===== src/rtl/uart_boot_loader_pkg.sv =====
// Shared types and constants for the UART boot loader and its serial receiver.
package boot_loader_pkg;

  typedef enum logic [2:0] {
    WAIT_SYNC,
    LEN_LO,
    LEN_HI,
    DATA,
    CHECK,
    RUN
  } boot_state_t;

  typedef enum logic [1:0] {
    RX_IDLE,
    RX_START,
    RX_DATA,
    RX_STOP
  } rx_state_t;

  localparam logic [7:0] SYNC_BYTE      = 8'hA5;
  localparam int         UART_DATA_BITS = 8;

  // A word count is usable when it is non-zero and fits the instruction memory.
  function automatic logic len_ok(input logic [15:0] n, input int addr_w);
    return (n != 16'd0) && (32'(n) <= (32'(1) << addr_w));
  endfunction

endpackage


===== src/rtl/uart_boot_loader_rx.sv =====
// 8N1 UART receiver: input synchronizer, mid-bit sampling, one-cycle byte_valid
// pulse on a good stop bit and a one-cycle frame_err pulse on a bad one.
module uart_rx
  import boot_loader_pkg::*;
#(
  parameter int CLKS_PER_BIT = 868
) (
  input  logic       clk,
  input  logic       reset,
  input  logic       rx,
  output logic [7:0] byte_data,
  output logic       byte_valid,
  output logic       frame_err
);

  localparam int              CW       = $clog2(CLKS_PER_BIT + 1);
  localparam logic [CW-1:0]   FULL_CNT = CW'(CLKS_PER_BIT - 1);
  localparam logic [CW-1:0]   HALF_CNT = CW'(CLKS_PER_BIT / 2 - 1);
  localparam logic [2:0]      LAST_BIT = 3'(UART_DATA_BITS - 1);

  rx_state_t     state;
  logic          rx_meta;
  logic          rx_sync;
  logic          rx_prev;
  logic [CW-1:0] cnt;
  logic [2:0]    bit_idx;
  logic [7:0]    shift;

  assign byte_data = shift;

  always_ff @(posedge clk or negedge reset) begin
    if (!reset) begin
      rx_meta <= 1'b1;
      rx_sync <= 1'b1;
      rx_prev <= 1'b1;
    end else begin
      rx_meta <= rx;
      rx_sync <= rx_meta;
      rx_prev <= rx_sync;
    end
  end

  // Timing is counted from the synchronized falling edge, so the fixed
  // synchronizer delay shifts every sample point equally.
  always_ff @(posedge clk or negedge reset) begin
    if (!reset) begin
      state      <= RX_IDLE;
      cnt        <= '0;
      bit_idx    <= '0;
      shift      <= '0;
      byte_valid <= 1'b0;
      frame_err  <= 1'b0;
    end else begin
      byte_valid <= 1'b0;
      frame_err  <= 1'b0;
      case (state)
        RX_IDLE: begin
          cnt <= '0;
          if (rx_prev && !rx_sync) state <= RX_START;
        end
        RX_START: begin
          if (cnt == HALF_CNT) begin
            cnt     <= '0;
            bit_idx <= '0;
            state   <= rx_sync ? RX_IDLE : RX_DATA;
          end else begin
            cnt <= cnt + 1'b1;
          end
        end
        RX_DATA: begin
          if (cnt == FULL_CNT) begin
            cnt   <= '0;
            shift <= {rx_sync, shift[7:1]};
            if (bit_idx == LAST_BIT) state <= RX_STOP;
            else bit_idx <= bit_idx + 1'b1;
          end else begin
            cnt <= cnt + 1'b1;
          end
        end
        RX_STOP: begin
          if (cnt == FULL_CNT) begin
            cnt        <= '0;
            state      <= RX_IDLE;
            byte_valid <= rx_sync;
            frame_err  <= !rx_sync;
          end else begin
            cnt <= cnt + 1'b1;
          end
        end
        default: state <= RX_IDLE;
      endcase
    end
  end

endmodule


===== src/rtl/uart_boot_loader.sv =====
// Serial boot loader: receives sync, length, program words and checksum over
// UART, writes the words to instruction memory and then releases the core.
module uart_boot_loader
  import boot_loader_pkg::*;
#(
  parameter int CLKS_PER_BIT = 868,
  parameter int IMEM_ADDR_W  = 8
) (
  input  logic                   clk,
  input  logic                   reset,
  input  logic                   rx,
  output logic                   imem_we,
  output logic [IMEM_ADDR_W-1:0] imem_addr,
  output logic [31:0]            imem_wdata,
  output logic                   core_run,
  output logic                   load_busy,
  output logic                   load_error
);

  logic [7:0]  rx_byte;
  logic        byte_valid;
  logic        frame_err;

  boot_state_t state;
  logic [7:0]  len_lo;
  logic [7:0]  checksum;
  logic [16:0] word_total;
  logic [16:0] word_cnt;
  logic [1:0]  byte_idx;
  logic [23:0] word_buf;
  logic [15:0] rx_len;

  assign rx_len = {rx_byte, len_lo};

  uart_rx #(
    .CLKS_PER_BIT(CLKS_PER_BIT)
  ) u_rx (
    .clk       (clk),
    .reset     (reset),
    .rx        (rx),
    .byte_data (rx_byte),
    .byte_valid(byte_valid),
    .frame_err (frame_err)
  );

  // Framing FSM. The cycle after a write strobe either advances the address
  // or, after the last word, moves on to the checksum byte.
  always_ff @(posedge clk or negedge reset) begin
    if (!reset) begin
      state      <= WAIT_SYNC;
      imem_we    <= 1'b0;
      imem_addr  <= '0;
      imem_wdata <= '0;
      core_run   <= 1'b0;
      load_busy  <= 1'b0;
      load_error <= 1'b0;
      len_lo     <= '0;
      checksum   <= '0;
      word_total <= '0;
      word_cnt   <= '0;
      byte_idx   <= '0;
      word_buf   <= '0;
    end else begin
      imem_we <= 1'b0;
      if (frame_err && state != RUN) begin
        load_error <= 1'b1;
        load_busy  <= 1'b0;
        state      <= WAIT_SYNC;
      end else if (imem_we) begin
        if (word_cnt == word_total) state <= CHECK;
        else imem_addr <= imem_addr + 1'b1;
      end else if (byte_valid) begin
        case (state)
          WAIT_SYNC: begin
            if (rx_byte == SYNC_BYTE) begin
              load_error <= 1'b0;
              load_busy  <= 1'b1;
              checksum   <= '0;
              imem_addr  <= '0;
              word_cnt   <= '0;
              byte_idx   <= '0;
              state      <= LEN_LO;
            end
          end
          LEN_LO: begin
            len_lo   <= rx_byte;
            checksum <= checksum ^ rx_byte;
            state    <= LEN_HI;
          end
          LEN_HI: begin
            checksum <= checksum ^ rx_byte;
            if (len_ok(rx_len, IMEM_ADDR_W)) begin
              word_total <= {1'b0, rx_len};
              state      <= DATA;
            end else begin
              load_error <= 1'b1;
              load_busy  <= 1'b0;
              state      <= WAIT_SYNC;
            end
          end
          DATA: begin
            checksum <= checksum ^ rx_byte;
            byte_idx <= byte_idx + 1'b1;
            case (byte_idx)
              2'd0: word_buf[7:0]   <= rx_byte;
              2'd1: word_buf[15:8]  <= rx_byte;
              2'd2: word_buf[23:16] <= rx_byte;
              default: begin
                imem_we    <= 1'b1;
                imem_wdata <= {rx_byte, word_buf};
                word_cnt   <= word_cnt + 1'b1;
              end
            endcase
          end
          CHECK: begin
            load_busy <= 1'b0;
            if (rx_byte == checksum) begin
              core_run <= 1'b1;
              state    <= RUN;
            end else begin
              load_error <= 1'b1;
              state      <= WAIT_SYNC;
            end
          end
          RUN: ;
          default: state <= WAIT_SYNC;
        endcase
      end
    end
  end

endmodule


===== config.mk =====
export PLATFORM = sky130hd
export DESIGN_NAME = uart_boot_loader
export DESIGN_NICKNAME = d
export VERILOG_FILES = /design/src/rtl/uart_boot_loader_pkg.sv /design/src/rtl/uart_boot_loader_rx.sv /design/src/rtl/uart_boot_loader.sv
export SDC_FILE = /design/constraint.sdc
export NUM_CORES = 1
export LEC_CHECK = 0
export CAP_MARGIN = 20
export CORE_MARGIN = 2
export CORE_UTILIZATION = 43
export DETAILED_ROUTE_END_ITERATION = 7
export PLACE_DENSITY = 0.62
export SYNTH_ARGS = -nofsm -noshare
export SYNTH_HDL_FRONTEND = slang
export SYNTH_SLANG_ARGS = --single-unit

===== constraint.sdc =====
create_clock -name clk -period 6.5 [get_ports clk]
set_input_delay 0.65 -clock clk [delete_from_list [all_inputs] [get_ports clk]]
set_output_delay 0.65 -clock clk [all_outputs]
set_load 0.05 [all_outputs]

# == Word level (Yosys, flattened, before mapping) ==
# Cells that the tools add are included.
# totals
regBits,150
latchBits,0
ramBits,0
mem_bits_ro,0
inputBits,3
elab_cells,160
n_memories,0
# classes
n_addsub,5
mul,0
div,0
n_lt_le_gt_ge,1
n_eq_ne,33
shifts,0
muxes,55
n_bitwise,4
n_reduce_logical,38
# op_table
operator,count
$reduce_and A5 Y1,11
$mux W8,5
$mux W17,2
$pmux W17 S2,1
$pmux W10 S3,1
$mux W3,9
$mux W1,20
$mux W10,2
$add A17 B1 Y17 const B,1
$eq A17 B16 Y1,1
$le A16 B9 Y1 const B,1
$mux W2,8
$pmux W8 S2,1
$reduce_bool A16 Y1,1
$pmux W3 S5,1
$reduce_bool A2 Y1,7
$ne A2 B1 Y1 const B,6
$ne A3 B3 Y1 const B,4
$reduce_and A4 Y1,3
$reduce_and A6 Y1,2
$add A10 B1 Y10 const B,1
$eq A10 B10 Y1 const B,1
$eq A10 B9 Y1 const B,1
$eq A3 B3 Y1 const B,3
other kinds (27),43

# == Longest topological paths before layout ==
# logic_depth
depth_word,7
ltp_mapped,8

# == Cells and area by module ==
# From an unflattened synthesis, not the netlist that was laid out.
# unflattened
cells_unflattened,653
hier_area_um2,6916.6
# modules_own_cells
mod,instances,cells_each,area_per_inst_um2,seq_area_each_um2
uart_boot_loader,1,545,5641.7,3052.9
uart_rx,1,108,1275.0,704.4

# == Worst setup path before layout ==
# Ideal clock, no wire load.
# synth_path
kind,reg-to-reg
startpoint,register imem_we
endpoint,register word_cnt[10]
setup_ns,0.077
arrival_time_ns,2.175
required_ns,6.423
setup_slack_ns,4.247
stages_incl_launch_ff,9
path_cell_list,dfrtp_1 > clkbuf_1 > nor3b_2 > nand3_1 > inv_2 > o2111ai_1 > clkbuf_1 > or3_1 > a21oi_1
# synth_via
elab_chain_cells,2
# synth_lines
item,line,source
"start, declared",uart_boot_loader.sv:12,"output logic imem_we,"
"start signal, assigned",uart_boot_loader.sv:51,imem_we <= 1'b0;
"start signal, assigned",uart_boot_loader.sv:64,imem_we <= 1'b0;
"start signal, assigned",uart_boot_loader.sv:109,imem_we <= 1'b1;
$not A1 Y1 (no source line),n/a,
$reduce_and A6 Y1 (no source line),n/a,
"end signal, assigned",uart_boot_loader.sv:111,word_cnt <= word_cnt + 1'b1;
"end, declared",uart_boot_loader.sv:28,logic [16:0] word_cnt;
# No other way between the ends.
# A chain may end at the register's enable or synchronous reset.

# == Final worst setup path ==
# layout_path
startpoint,register imem_we
endpoint,register word_cnt[14]
# Same word-level chain as after synthesis.

==> results.md <==
- Fill count: 1416
- Fraction of layout cells with a size suffix above 1: 14.1%
- Iteration-0 DRC Markers: 261
- Number of global-route vias before repair: 4951
- Setup CP Type: reg -> reg
- CTS sink count: 150
- Syn Inst Count: 652
- Total power: 2.02 mW
- Status: finished clean
- GRT Util Overall: 18.3%
- First-pass GRT wire length: 24200 um
- Post-synth EDFFs: 0
- RSZ-0062 raised after global routing: false
- H-tree depth: 4
- Final hold violations: 0
- Max Freq: 326 MHz
- Setup_tns: 0 ps
- Post-layout min period: 3070 ps
- Clk buf depth: 2
- Drt drc: 0
- Num CTS Buffers: 17
- Initial antenna violation count: 0
- Post-CTS setup buffers: 0
- Largest net degree at the start of global routing: 96
- Met3 usage: 4.72%
- DP Cell Count: 885
- Clock Latency Late Sink: 410 ps
- Die W: 130 um
- Crit-path max FO: 37
- Half-perimeter wire length after placement: 9700 um
- Final Cycle Share: 47.2%
- Critical Path Slowest Stage Cell: nor2_1
- Req. time, crit path: 6730 ps
- Slew Limit Fails: 0
- Post-Place Setup Slack: 3410 ps
- PostCTS Resize Cnt: 0
- I/O Buffers: 46
- Num rows: 46
- WL final: 14400 um
- Clk root buf: clkbuf_16
- Chip height: 130 um
- YS warnings: 0
- Setup ws final: 3430 ps
- Die area: 17000 um2
- Final Instance Count excl. Fillers: 917
- Skew final: 11.9 ps
- Met2 GRT Util: 30.7%
- Cell Pwr Density: 250 nW/um2
- Dominant synthesized flop cell: dfrtp_1
- Worst Tran Pin Value: 1030 ps
- First-pass iteration count of the detailed router: 5
- Core area: 15800 um2
- Number of synthesized register bits: 150
- Top Family by Delay on Critical Path: simple AND/OR/NAND/NOR gates
- Worst Path Buf+Inv: 2
- Synthesized area: 6880 um2
- CP max stage delay: 800 ps
- Global routing's busiest layer: met2
- CP Data Arrival Time: 3300 ps
- Slew HR: 30.7%
- Syn Area/Cell: 10.5 um2
- Grt ovf: 0
- Routability cong.: 0.828
- CTS clk-pin slew, worst paths: 60 ps
- Netlist cell types: 59
- N_diodes: 0
- Crit path cell chain: nor3b_2 -> nand3_1 -> buf_4 -> inv_2 -> o21ai_0 -> nor2_1 -> a21oi_1
- CTS tree: done
- Crit. Startpoint: imem_we
- Leakage: 3.87 nW
- Final core occ: 51.3%
- Startpoint Class: flop
- Synth Net Count: 665
- Met1 GRT Util: 23.7%
- Antenna Nets Post-Route: 0
- Peak supply drop: 0.210 mV
- Vias per cell: 5.25
- Tightest Hold Check Type: in -> async
- I/O pins: 47
- Final setup vio count: 0
- Hold Buf Count CTS: 0
- Vias after detailed routing: 4814
- Async set or reset register ratio after synthesis: 100%
- Wirelength per Cell: 15.7 um
- Crit Reg-Reg Startpoint: imem_we
- Worst Setup End Kind: flop
- Nets: 701
- Sequential share of the synthesized area: 54.6%
- MaxCap Viol Count: 0
- Initial Utilization: 43.6%
- Synth-to-layout area growth: 17.6%
==> worst register-to-register path, delay by kind of cell (launching register included) <==
kind            cells  cell delay [ps]
flops               1              570
simple gates        3             1170
compound gates      2              390
buf+inv             2              760
==> cells in the mapped netlist (3+ instances only) <==
cell,count,share of area [%]
a21oi_1,17,1.2
a22o_1,3,0.38
a22oi_1,7,0.76
and2_1,10,0.91
and3_1,9,0.82
and4_1,3,0.38
buf_1,3,0.16
clkbuf_1,24,1.3
dfrtp_1,147,54
dfstp_2,3,1.1
ha_1,10,1.8
inv_1,19,1.0
mux2_2,51,8.4
mux2_4,3,0.66
nand2_1,111,6.1
nand2b_1,12,1.1
nand3_1,13,0.95
nand4_1,13,1.2
nor2_1,37,2.0
nor3_1,8,0.58
nor4_1,6,0.55
o2111ai_1,6,0.76
o21a_1,8,0.87
o21ai_0,41,3.0
or3_1,15,1.4
xnor2_1,19,2.4
xor2_1,14,1.8
==> routing by layer <==
| metal | part of all wire [%] | routed length, um | vias up |
|---|---|---|---|
| met4 | 0.67 | 97 | 0 |
| met5 | 0 | 0 | - |
| met2 | 51 | 7310 | 78 |
| met3 | 3.0 | 437 | 6 |
| li1 | - | - | 2326 |
| met1 | 46 | 6550 | 2404 |
==> where the power goes <==
group          switching [mW]  leakage (nW)  internal [mW]
clock network           0.393         0.279          0.590
logic                  0.0452          1.51         0.0277
registers              0.0203          2.08          0.947
==> sequential cells by signal (all words and copies together), names as in the netlist, named ones only <==
name / count
byte_idx: 2
u_rx.rx_meta: 1
checksum: 8
u_rx.rx_sync: 1
u_rx.rx_prev: 1
u_rx.state: 1
len_lo: 8
core_run: 1
imem_addr: 8
u_rx.byte_data: 8
imem_wdata: 32
u_rx.byte_valid: 1
word_total: 16
word_cnt: 17
word_buf: 24
load_error: 1
state: 3
u_rx.frame_err: 1
u_rx.bit_idx: 3
u_rx.cnt: 10
imem_we: 1
load_busy: 1
==> through the flow <==
stage / hold slack, ps / instance area (um2)
after CTS: 359 / 8090
after global routing: 366 / 8090
after detailed placement: 351 / 7490
final: 330 / 8090
after floorplan: 345 / 6880
after global placement: 346 / 7480
==> cell families after synthesis <==
kind of cell	after synthesis	share of synthesized area, %
AO/OA/AOI/OAI	98	8.95
flip-flops	150	54.6
adder cells (fa/ha/maj)	10	1.82
multiplexers	56	9.30
buffers and inverters	52	3.15
XOR/XNOR	33	4.20
AND/OR/NAND/NOR	253	17.9
==> area by class of cell <==
class                   count  area (um2)  share of cell area (%)
clock buffers              19         453                    5.60
well taps                 216         270                    3.34
repair buffers             49         484                    5.99
multi-input cells         450        2900                    35.9
clock inverters            13         146                    1.81
inverters                  20        75.1                   0.928
flip-flops and latches    150        3760                    46.5
==> path summary, 6_finish.rpt <==
| check | end | slack, ps | cells past startpoint |
|---|---|---|---|
| setup / recovery | word_cnt[14] | 3430 | 7 |
| hold / removal | word_cnt[4] | 330 | 1 |
| setup reg to reg | word_cnt[14] | 3430 | 7 |
| hold reg to reg | u_rx.rx_sync | 360 | 0 |
| max in group asynchronous | imem_wdata[7] | 4990 | 2 |
| min in group clk | u_rx.rx_sync | 360 | 0 |
==> layout by cell type, fill, tap and decap left out, types with 15 or more instances in the layout <==
cell type	Yosys	layout
dfrtp_1	147	147
or3_1	15	15
xnor2_1	19	19
o21ai_0	41	41
clkdlybuf4s50_1	0	45
a21oi_1	17	17
clkbuf_16	0	17
inv_1	19	19
mux2_2	51	51
nor2_1	37	37
nand2_1	111	111
(Power assumes the default switching activity.)
